File: src/rtl/j1_io_pkg.sv
// Shared definitions for the j1 I/O peripherals: bus addresses, status bit
// positions and the UART serializer state encoding.
package j1_io_pkg;

  localparam logic [15:0] IO_DATA_ADDR = 16'h1000;
  localparam logic [15:0] IO_STAT_ADDR = 16'h2000;

  localparam int STAT_READY_BIT = 0;
  localparam int STAT_IDLE_BIT  = 1;
  localparam int STAT_OVF_BIT   = 2;

  typedef enum logic [1:0] {
    TX_IDLE,
    TX_START,
    TX_DATA,
    TX_STOP
  } tx_state_e;

endpackage

File: src/rtl/io_fifo.sv
// Synchronous FIFO with first-word-fall-through read data. Pointers carry an
// extra wrap bit so full and empty are distinguishable without a counter.
module io_fifo #(
  parameter int WIDTH = 8,
  parameter int DEPTH = 16
) (
  input  logic             clk,
  input  logic             resetq,
  input  logic             push_i,
  input  logic [WIDTH-1:0] data_i,
  input  logic             pop_i,
  output logic [WIDTH-1:0] data_o,
  output logic             full_o,
  output logic             empty_o
);

  localparam int AW = $clog2(DEPTH);
  localparam logic [AW:0] PTR_ONE = (AW + 1)'(1);

  logic [WIDTH-1:0] mem_q [DEPTH];
  logic [AW:0]      wr_ptr_q;
  logic [AW:0]      rd_ptr_q;
  logic             do_push;
  logic             do_pop;

  assign empty_o = (wr_ptr_q == rd_ptr_q);
  assign full_o  = (wr_ptr_q[AW] != rd_ptr_q[AW]) &&
                   (wr_ptr_q[AW-1:0] == rd_ptr_q[AW-1:0]);
  assign do_push = push_i && !full_o;
  assign do_pop  = pop_i && !empty_o;
  assign data_o  = mem_q[rd_ptr_q[AW-1:0]];

  always_ff @(posedge clk or negedge resetq) begin
    if (!resetq) begin
      wr_ptr_q <= '0;
      rd_ptr_q <= '0;
    end else begin
      if (do_push) wr_ptr_q <= wr_ptr_q + PTR_ONE;
      if (do_pop)  rd_ptr_q <= rd_ptr_q + PTR_ONE;
    end
  end

  // Storage needs no reset: entries are only visible between the pointers.
  always_ff @(posedge clk) begin
    if (do_push) mem_q[wr_ptr_q[AW-1:0]] <= data_i;
  end

endmodule

File: src/rtl/io_uart_tx.sv
// I/O-mapped 8N1 UART transmitter: CPU pushes bytes into a TX FIFO and polls
// a status word; a baud-timed serializer drains the FIFO onto uart_tx.
module io_uart_tx
  import j1_io_pkg::*;
#(
  parameter int          BAUD_DIV   = 104,
  parameter int          FIFO_DEPTH = 16,
  parameter logic [15:0] DATA_ADDR  = IO_DATA_ADDR,
  parameter logic [15:0] STAT_ADDR  = IO_STAT_ADDR
) (
  input  logic        clk,
  input  logic        resetq,
  input  logic        io_wr,
  input  logic        io_rd,
  input  logic [15:0] io_addr,
  input  logic [15:0] io_dout,
  output logic [15:0] io_din,
  output logic        uart_tx,
  output logic        busy
);

  localparam int            CW        = $clog2(BAUD_DIV);
  localparam logic [CW-1:0] BAUD_LAST = CW'(BAUD_DIV - 1);
  localparam logic [CW-1:0] BAUD_ONE  = CW'(1);

  tx_state_e     state_q, state_d;
  logic [CW-1:0] baud_q;
  logic [2:0]    bit_q;
  logic [7:0]    shift_q;
  logic          tx_q, tx_d;
  logic          ovf_q;
  logic [15:0]   din_q;

  logic          wr_data, rd_stat;
  logic          fifo_full, fifo_empty, pop;
  logic [7:0]    fifo_dout;
  logic          bit_end, idle;
  logic [15:0]   status;
  logic          unused_dout_hi;

  assign wr_data        = io_wr && (io_addr == DATA_ADDR);
  assign rd_stat        = io_rd && (io_addr == STAT_ADDR);
  assign bit_end        = (baud_q == '0);
  assign idle           = fifo_empty && (state_q == TX_IDLE);
  assign unused_dout_hi = ^io_dout[15:8];

  io_fifo #(
    .WIDTH (8),
    .DEPTH (FIFO_DEPTH)
  ) u_fifo (
    .clk     (clk),
    .resetq  (resetq),
    .push_i  (wr_data),
    .data_i  (io_dout[7:0]),
    .pop_i   (pop),
    .data_o  (fifo_dout),
    .full_o  (fifo_full),
    .empty_o (fifo_empty)
  );

  always_ff @(posedge clk or negedge resetq) begin
    if (!resetq) state_q <= TX_IDLE;
    else         state_q <= state_d;
  end

  always_comb begin
    state_d = state_q;
    unique case (state_q)
      TX_IDLE:  if (!fifo_empty) state_d = TX_START;
      TX_START: if (bit_end) state_d = TX_DATA;
      TX_DATA:  if (bit_end && (bit_q == 3'd7)) state_d = TX_STOP;
      TX_STOP:  if (bit_end) state_d = fifo_empty ? TX_IDLE : TX_START;
      default:  state_d = TX_IDLE;
    endcase
  end

  // A pop at the end of STOP chains the next frame with no idle gap.
  always_comb begin
    tx_d = 1'b1;
    pop  = 1'b0;
    unique case (state_q)
      TX_IDLE:  pop  = !fifo_empty;
      TX_START: tx_d = 1'b0;
      TX_DATA:  tx_d = shift_q[0];
      TX_STOP:  pop  = bit_end && !fifo_empty;
      default:  tx_d = 1'b1;
    endcase
  end

  always_ff @(posedge clk or negedge resetq) begin
    if (!resetq) begin
      baud_q  <= BAUD_LAST;
      bit_q   <= '0;
      shift_q <= '0;
      tx_q    <= 1'b1;
    end else begin
      tx_q   <= tx_d;
      baud_q <= ((state_q == TX_IDLE) || bit_end) ? BAUD_LAST : baud_q - BAUD_ONE;
      if (state_q != TX_DATA) bit_q <= '0;
      else if (bit_end)       bit_q <= bit_q + 3'd1;
      if (pop)                               shift_q <= fifo_dout;
      else if ((state_q == TX_DATA) && bit_end) shift_q <= {1'b0, shift_q[7:1]};
    end
  end

  always_comb begin
    status                 = '0;
    status[STAT_READY_BIT] = !fifo_full;
    status[STAT_IDLE_BIT]  = idle;
    status[STAT_OVF_BIT]   = ovf_q;
  end

  // A dropped write in the same cycle as a status read keeps OVERFLOW set.
  always_ff @(posedge clk or negedge resetq) begin
    if (!resetq) begin
      ovf_q <= 1'b0;
      din_q <= '0;
    end else begin
      if (wr_data && fifo_full) ovf_q <= 1'b1;
      else if (rd_stat)         ovf_q <= 1'b0;
      din_q <= rd_stat ? status : 16'h0000;
    end
  end

  assign io_din  = din_q;
  assign uart_tx = tx_q;
  assign busy    = !idle;

endmodule

File: config.mk
export PLATFORM = sky130hd
export DESIGN_NAME = io_uart_tx
export DESIGN_NICKNAME = d
export VERILOG_FILES = /design/src/rtl/j1_io_pkg.sv /design/src/rtl/io_fifo.sv /design/src/rtl/io_uart_tx.sv
export SDC_FILE = /design/constraint.sdc
export NUM_CORES = 1
export LEC_CHECK = 0
export CAP_MARGIN = 0
export CELL_PAD_IN_SITES_DETAIL_PLACEMENT = 1
export CELL_PAD_IN_SITES_GLOBAL_PLACEMENT = 2
export CORE_MARGIN = 2
export CORE_UTILIZATION = 36
export DETAILED_ROUTE_END_ITERATION = 6
export HOLD_SLACK_MARGIN = 0.02
export PLACE_DENSITY = 0.79
export SYNTH_ARGS = -nofsm -noshare
export SYNTH_HDL_FRONTEND = slang
export SYNTH_HIERARCHICAL = 1
export SYNTH_SLANG_ARGS = --single-unit
File: constraint.sdc
create_clock -name clk -period 3.1 [get_ports clk]
set_input_delay 0.465 -clock clk [delete_from_list [all_inputs] [get_ports clk]]
set_output_delay 0.465 -clock clk [all_outputs]
set_load 0.1 [all_outputs]
==> results of run 1 <==
[cell type report]
cell class,instances,area [sq um],share of cell area [%]
clock buffers,18,429,5.22
clock inverters,13,129,1.57
inverters,8,30.0,0.365
multi-input cells,219,2080,25.3
flip-flops and latches,163,4730,57.5
well taps,265,332,4.03
repair buffers,56,495,6.02
[cells by family (layout without fill, tap and decap cells)]
kind of cell | count (synthesis) | in the layout | synth area share, %
flip-flops | 163 | 163 | 67.4
AND/OR/NAND/NOR | 86 | 86 | 6.40
XOR/XNOR | 17 | 17 | 2.12
adder cells (fa/ha/maj) | 14 | 14 | 2.50
AO/OA/AOI/OAI | 38 | 38 | 4.21
multiplexers | 51 | 51 | 13.7
buffers and inverters | 38 | 95 | 3.62
other | 1 | 13 | 0.0534
[per-stage QoR]
stage / std cells / cell area [sq um]
2_1_floorplan: 420 / 7060
3_3_place_gp: 711 / 7670
3_5_place_dp: 711 / 7670
4_1_cts: 742 / 8220
5_1_grt: 742 / 8220
6_report: 742 / 8220
[worst max-delay path by stage]
stage                                  start                 end  slack (ps)  depth (start not counted)
after floorplan                   io_addr[8]  u_fifo/mem_q[3][0]         290                          6
after global placement            io_addr[1]  u_fifo/mem_q[3][3]         230                          8
after detailed placement          io_addr[8]  u_fifo/mem_q[3][5]         130                          8
after CTS                 u_fifo/rd_ptr_q[1]                busy         150                          5
after global routing      u_fifo/rd_ptr_q[1]                busy          50                          5
final                     u_fifo/rd_ptr_q[1]                busy         190                          5
[metal layers]
metal  wire (microns)  share of wire, %
met5                0                 0
met4              117              0.79
met3              595               4.0
met2             7800                52
met1             6350                43
[power by group]
group,switching [W],internal [W],total (W)
Combinational,0.000393,0.000196,0.000589
Clock,0.000874,0.00112,0.00199
Sequential,0.0000564,0.00244,0.00249
Total,0.00132,0.00375,0.00507
[Yosys cell counts (all sizes together) (3+ instances only)]
cell | n | area (sq um)
dfstp | 6 | 158
mux2 | 18 | 206
a21oi | 3 | 15.0
a22oi | 16 | 120
nand2 | 28 | 105
o211ai | 3 | 22.5
mux4 | 32 | 747
o21ai | 5 | 28.8
and2 | 3 | 18.8
nand2b | 3 | 18.8
xor2 | 3 | 26.3
nor2b | 3 | 18.8
nor2 | 14 | 57.6
nor3 | 15 | 86.3
nor4 | 6 | 37.5
clkbuf | 5 | 18.8
ha | 14 | 175
a21boi | 3 | 22.5
nand4 | 3 | 18.8
inv | 8 | 30.0
buf | 25 | 205
edfxtp | 128 | 3840
dfrtp | 29 | 726
nand3 | 5 | 30.0
xnor2 | 14 | 123
o31ai | 3 | 36.3
[flip-flops by register name (all words and copies together), names as in the netlist]
register / cells
u_fifo/wr_ptr_q: 5
io_din: 3
uart_tx: 1
baud_q: 7
u_fifo/rd_ptr_q: 5
shift_q: 8
ovf_q: 1
u_fifo/mem_q: 128
state_q: 2
bit_q: 3
[critical path: cells and delay by family (launching register included)]
kind	cells	cell delay (ps)
and+or+nand+nor	3	810
xor gates and xnor gates	1	180
buffers and inverters	1	240
DFF	1	770
==> impl_metrics.csv, run 1 <==
group,metric,value,unit
outcome,status,"completed",
clock_tree,cts_hold_buffers,0,
floorplan,io-pin-count,54,
place,io_buffers,32,
critical_path,crit_path_end_kind,"output pin",
clock_tree,cts_root_buffer,"clkbuf_16",
logic_synthesis,async_reset_ff_share,21.5,%
timing,setup_ws,192,ps
timing,fmaxAchievable,344,MHz
routing,num_vias,3746,
layout,layout.nets,515,
layout,final_cell_mix,"edfxtp_1 (128), nand2_1 (28), dfrtp_1 (28), buf_4 (28), clkdlybuf4s50_1 (26)",
routing,wl_per_cell,20.0,microns
critical_path,reg2reg_depth,5,
power,p_leak,2.89,nW
power,p_per_area,617,nW/um^2
routing,drt-pass1-iter-count,6,
critical_path,reg2reg_from,"u_fifo/rd_ptr_q[1]",
layout,syn_to_final_growth,17.2,%
grt,grtUsageMet2,27.4,%
floorplan,die_w,144,microns
floorplan,die-area,20600,sq um
clock_tree,cts_sinks,163,
timing,skew,8.59,ps
clock_tree,clock_latency,420,ps
logic_synthesis,ys.warnings.count,6,
logic_synthesis,syn_area,7020,sq um
routing,drt_iter0_markers,272,
logic_synthesis,yosysUniqueCellTypes,50,
critical_path,crit_chain,"xnor2_1, nand4_1, nor2_1, nand2_1, buf_12",
clock_tree,cts_tree,"yes",
worst_hold_path,hp-class,"input pin to asynchronous set/reset pin",
logic_synthesis,ys.flop_type,"edfxtp_1",
critical_path,critPathMaxStageDelay,770,ps
timing,worstMarginPinSlew,804,ps
floorplan,initial_core_util,36.4,%
logic_synthesis,synth_seq_cells,163,
routing,ant_nets,0,
timing,finalMaxSlewViolations,0,
place,place_ws,128,ps
clock_tree,clk_pin_slew_worst_paths,60,ps
clock_tree,cts_setup_buffers,0,
grt,antenna_found_initial,0,
layout,fill_cells,1910,
timing,max_slew_margin,46.4,%
place,dp_hpwl,9.97,mm
logic_synthesis,synth_edf_count,128,
critical_path,crit_fanout,19,
grt,use_met3,3.90,%
critical_path,arrival,2440,ps
timing,rsz0062_at_grt,"false",
critical_path,criticalPathCategory,"register to output pin",
clock_tree,ctsResizeCount,0,
layout,drive_above_1_share,24.7,%
critical_path,worstPathRequired,2630,ps
routing,via_per_inst,5.05,
timing,whs,129,ps
grt,first_global_vias,4121,
routing,drc_errors,0,
timing,setup_viol,0,
place,place.gp.congestion,0.778,
layout,layout_commonest_cell,"edfxtp_1",
layout,antennaDiodeCount,0,
clock_tree,clockBufferDepth,2,
grt,busiest_layer,"met2",
clock_tree,cts_made_buffers,17,
timing,finalCriticalPeriod,2910,ps
logic_synthesis,syn_inst,408,
critical_path,crit_path_top_delay_cell,"dfrtp_2",
layout,fin_util,42.7,%
floorplan,rows,51,
critical_path,crit_path_start_kind,"register",
power,ir_drop,0.500,mV
timing,tns,0,ps
critical_path,r2r_end,"shift_q[3]",
floorplan,core,19300,sq um
timing,min_period_over_period,93.8,%
power,power,0.00507,W
logic_synthesis,ys_seq_area_share,67.4,%
run,cap_violations,0,
clock_tree,htree_levels,4,
grt,grt_usage,15.7,%
logic_synthesis,synth_area_per_cell,17.2,sq um
grt,grt_overflow_total,0,
routing,wl,14.9,mm
grt,grt_start_max_net_pins,36,
grt,use_met1,19.5,%
grt,grt_pass1_wl,23.5,mm
critical_path,rrSetupSlack,620,ps
floorplan,dieHeight,144,microns
timing,hold_viol,0,
Power figures use the tool's default switching activity.
==> run 2, diff against run 1 <==
==> constraint.sdc (replaced) <==
create_clock -name clk -period 2.7 [get_ports clk]
set_input_delay 0.405 -clock clk [delete_from_list [all_inputs] [get_ports clk]]
set_output_delay 0.405 -clock clk [all_outputs]
set_load 0.1 [all_outputs]
==> impl_metrics.csv, run 2 (same netlist as run 1, synthesis figures left out) <==
group,metric,value,unit
outcome,status,"completed",
critical_path,reg2reg_from,"u_fifo/rd_ptr_q[3]",
timing,min_period_over_period,91.1,%
worst_hold_path,hp-class,"input pin to asynchronous set/reset pin",
clock_tree,cts_tree,"yes",
grt,antenna_found_initial,0,
layout,instances_no_fill,743,
layout,layout.nets,515,
timing,whs,75.9,ps
floorplan,die_w,144,microns
floorplan,die-area,20600,sq um
timing,skew,8.95,ps
run,cap_violations,0,
clock_tree,clock_latency,430,ps
timing,fmaxAchievable,406,MHz
critical_path,crit_path_end_kind,"output pin",
clock_tree,cts_sinks,163,
timing,rsz0062_at_grt,"false",
floorplan,dieHeight,144,microns
layout,drive_above_1_share,26.4,%
timing,tns,0,ps
critical_path,r2r_end,"u_fifo/mem_q[4][2]",
floorplan,io-pin-count,54,
clock_tree,cts_made_buffers,17,
critical_path,criticalPathCategory,"register to output pin",
clock_tree,htree_levels,4,
layout,largest_reg_flops,128,
layout,layout_commonest_cell,"edfxtp_1",
layout,syn_to_final_growth,18.3,%
grt,use_met1,18.4,%
floorplan,core,19300,sq um
critical_path,rrSetupSlack,330,ps
grt,first_global_vias,4058,
clock_tree,clockBufferDepth,2,
grt,grt_pass1_wl,22.5,mm
power,p_per_area,713,nW/um^2
clock_tree,cts_hold_buffers,0,
critical_path,crit_chain,"xnor2_1, nand4_1, nor2_4, nand2_1, buf_12",
layout,seq_area,4730,sq um
grt,grt_usage,14.9,%
grt,grt_start_max_net_pins,36,
critical_path,crit_path_start_kind,"register",
critical_path,crit_path_top_delay_cell,"dfrtp_1",
critical_path,reg2reg_depth,6,
critical_path,worstPathRequired,2300,ps
timing,setup_ws,240,ps
routing,ant_nets,0,
timing,finalMaxSlewViolations,0,
floorplan,initial_core_util,36.4,%
place,placedCellCount,711,
clock_tree,clk_pin_slew_worst_paths,60,ps
place,place_ws,-23.1,ps
critical_path,arrival,2060,ps
place,post_dp_cell_area,7700,sq um
critical_path,critPathMaxStageDelay,490,ps
grt,busiest_layer,"met2",
timing,finalCriticalPeriod,2460,ps
grt,grt_overflow_total,0,
routing,num_vias,3683,
routing,wl_per_cell,19.2,microns
power,p_leak,2.91,nW
clock_tree,cts_root_buffer,"clkbuf_16",
timing,setup_viol,0,
timing,max_slew_margin,45.1,%
routing,via_per_inst,4.96,
critical_path,crit_fanout,7,
layout,antennaDiodeCount,0,
timing,worstMarginPinSlew,823,ps
power,ir_drop,0.491,mV
layout,fill_cells,1918,
grt,grtUsageMet2,25.5,%
routing,drc_errors,0,
floorplan,rows,51,
place,dp_hpwl,9.74,mm
routing,drt_iter0_markers,161,
layout,final_cell_mix,"edfxtp_1 (128), nand2_1 (28), buf_4 (27), dfrtp_1 (26), clkdlybuf4s50_1 (26)",
routing,wl,14.2,mm
routing,drt-pass1-iter-count,4,
timing,hold_viol,0,
critical_path,startpoint,"u_fifo/rd_ptr_q[3]",
place,io_buffers,32,
layout,fin_area,8300,sq um
layout,multiInputGateArea,2110,sq um
grt,use_met3,3.80,%
place,place.gp.congestion,0.720,
==> run 2: changes by cell type in the layout (fill, tap and decap cells not counted), sizes merged <==
| cell | previous run | this run |
|---|---|---|
| inv | 12 | 11 |
| clkinvlp | 2 | 3 |
| bufinv | 1 | 2 |
==> run 2: report_power, final <==
part	internal, W	leakage, nW	switching, W	total (W)
clock	0.00137	0.277	0.00100	0.00238
combinational	0.000226	1.02	0.000454	0.000680
sequential	0.00280	1.61	0.0000653	0.00286
total	0.00440	2.91	0.00152	0.00592
==> run 2: worst max path at each step <==
stage | end | slack (ps) | cells past startpoint
finish | busy | 240 | 5
global placement | u_fifo/mem_q[4][4] | 40 | 9
detailed placement | u_fifo/mem_q[4][4] | -20 | 9
global route | busy | 50 | 5
floorplan | state_q[1] | 130 | 8
CTS | busy | 40 | 5
==> run 2: area by class of cell <==
cell class | count | share of cell area [%]
Clock buffer | 18 | 5.17
Clock inverter | 14 | 1.88
Inverter | 8 | 0.362
Multi-Input combinational cell | 219 | 25.5
Sequential cell | 163 | 57.0
Tap cell | 265 | 4.00
Timing Repair Buffer | 56 | 6.12
==> run 2: per-layer routing <==
metal	part of all wire (%)	routed length, microns	vias up
met4	1.9	274	0
met1	44	6240	1925
met5	0	0	-
met3	2.8	393	24
met2	52	7340	59
li1	-	-	1675
==> run 2: timing repair <==
action                     4_1_cts  5_1_grt
buffers inserted                 0        0
resized for setup                1        3
setup endpoints to repair        1        1
hold endpoints to repair         0        0
==> run 2: worst max-delay path: cells and delay by family, from the launching register on <==
kind / cells / cell delay [ps]
buf+inv: 1 / 210
flops: 1 / 490
xor+xnor: 1 / 200
simple gates: 3 / 730
==> run 2: through the flow <==
stage          util [%]  power (W)
2_1_floorplan         -    0.00340
5_1_grt            43.1    0.00614
3_5_place_dp       40.0    0.00360
6_report           43.1    0.00592
4_1_cts            43.0    0.00599
3_3_place_gp       40.0    0.00357
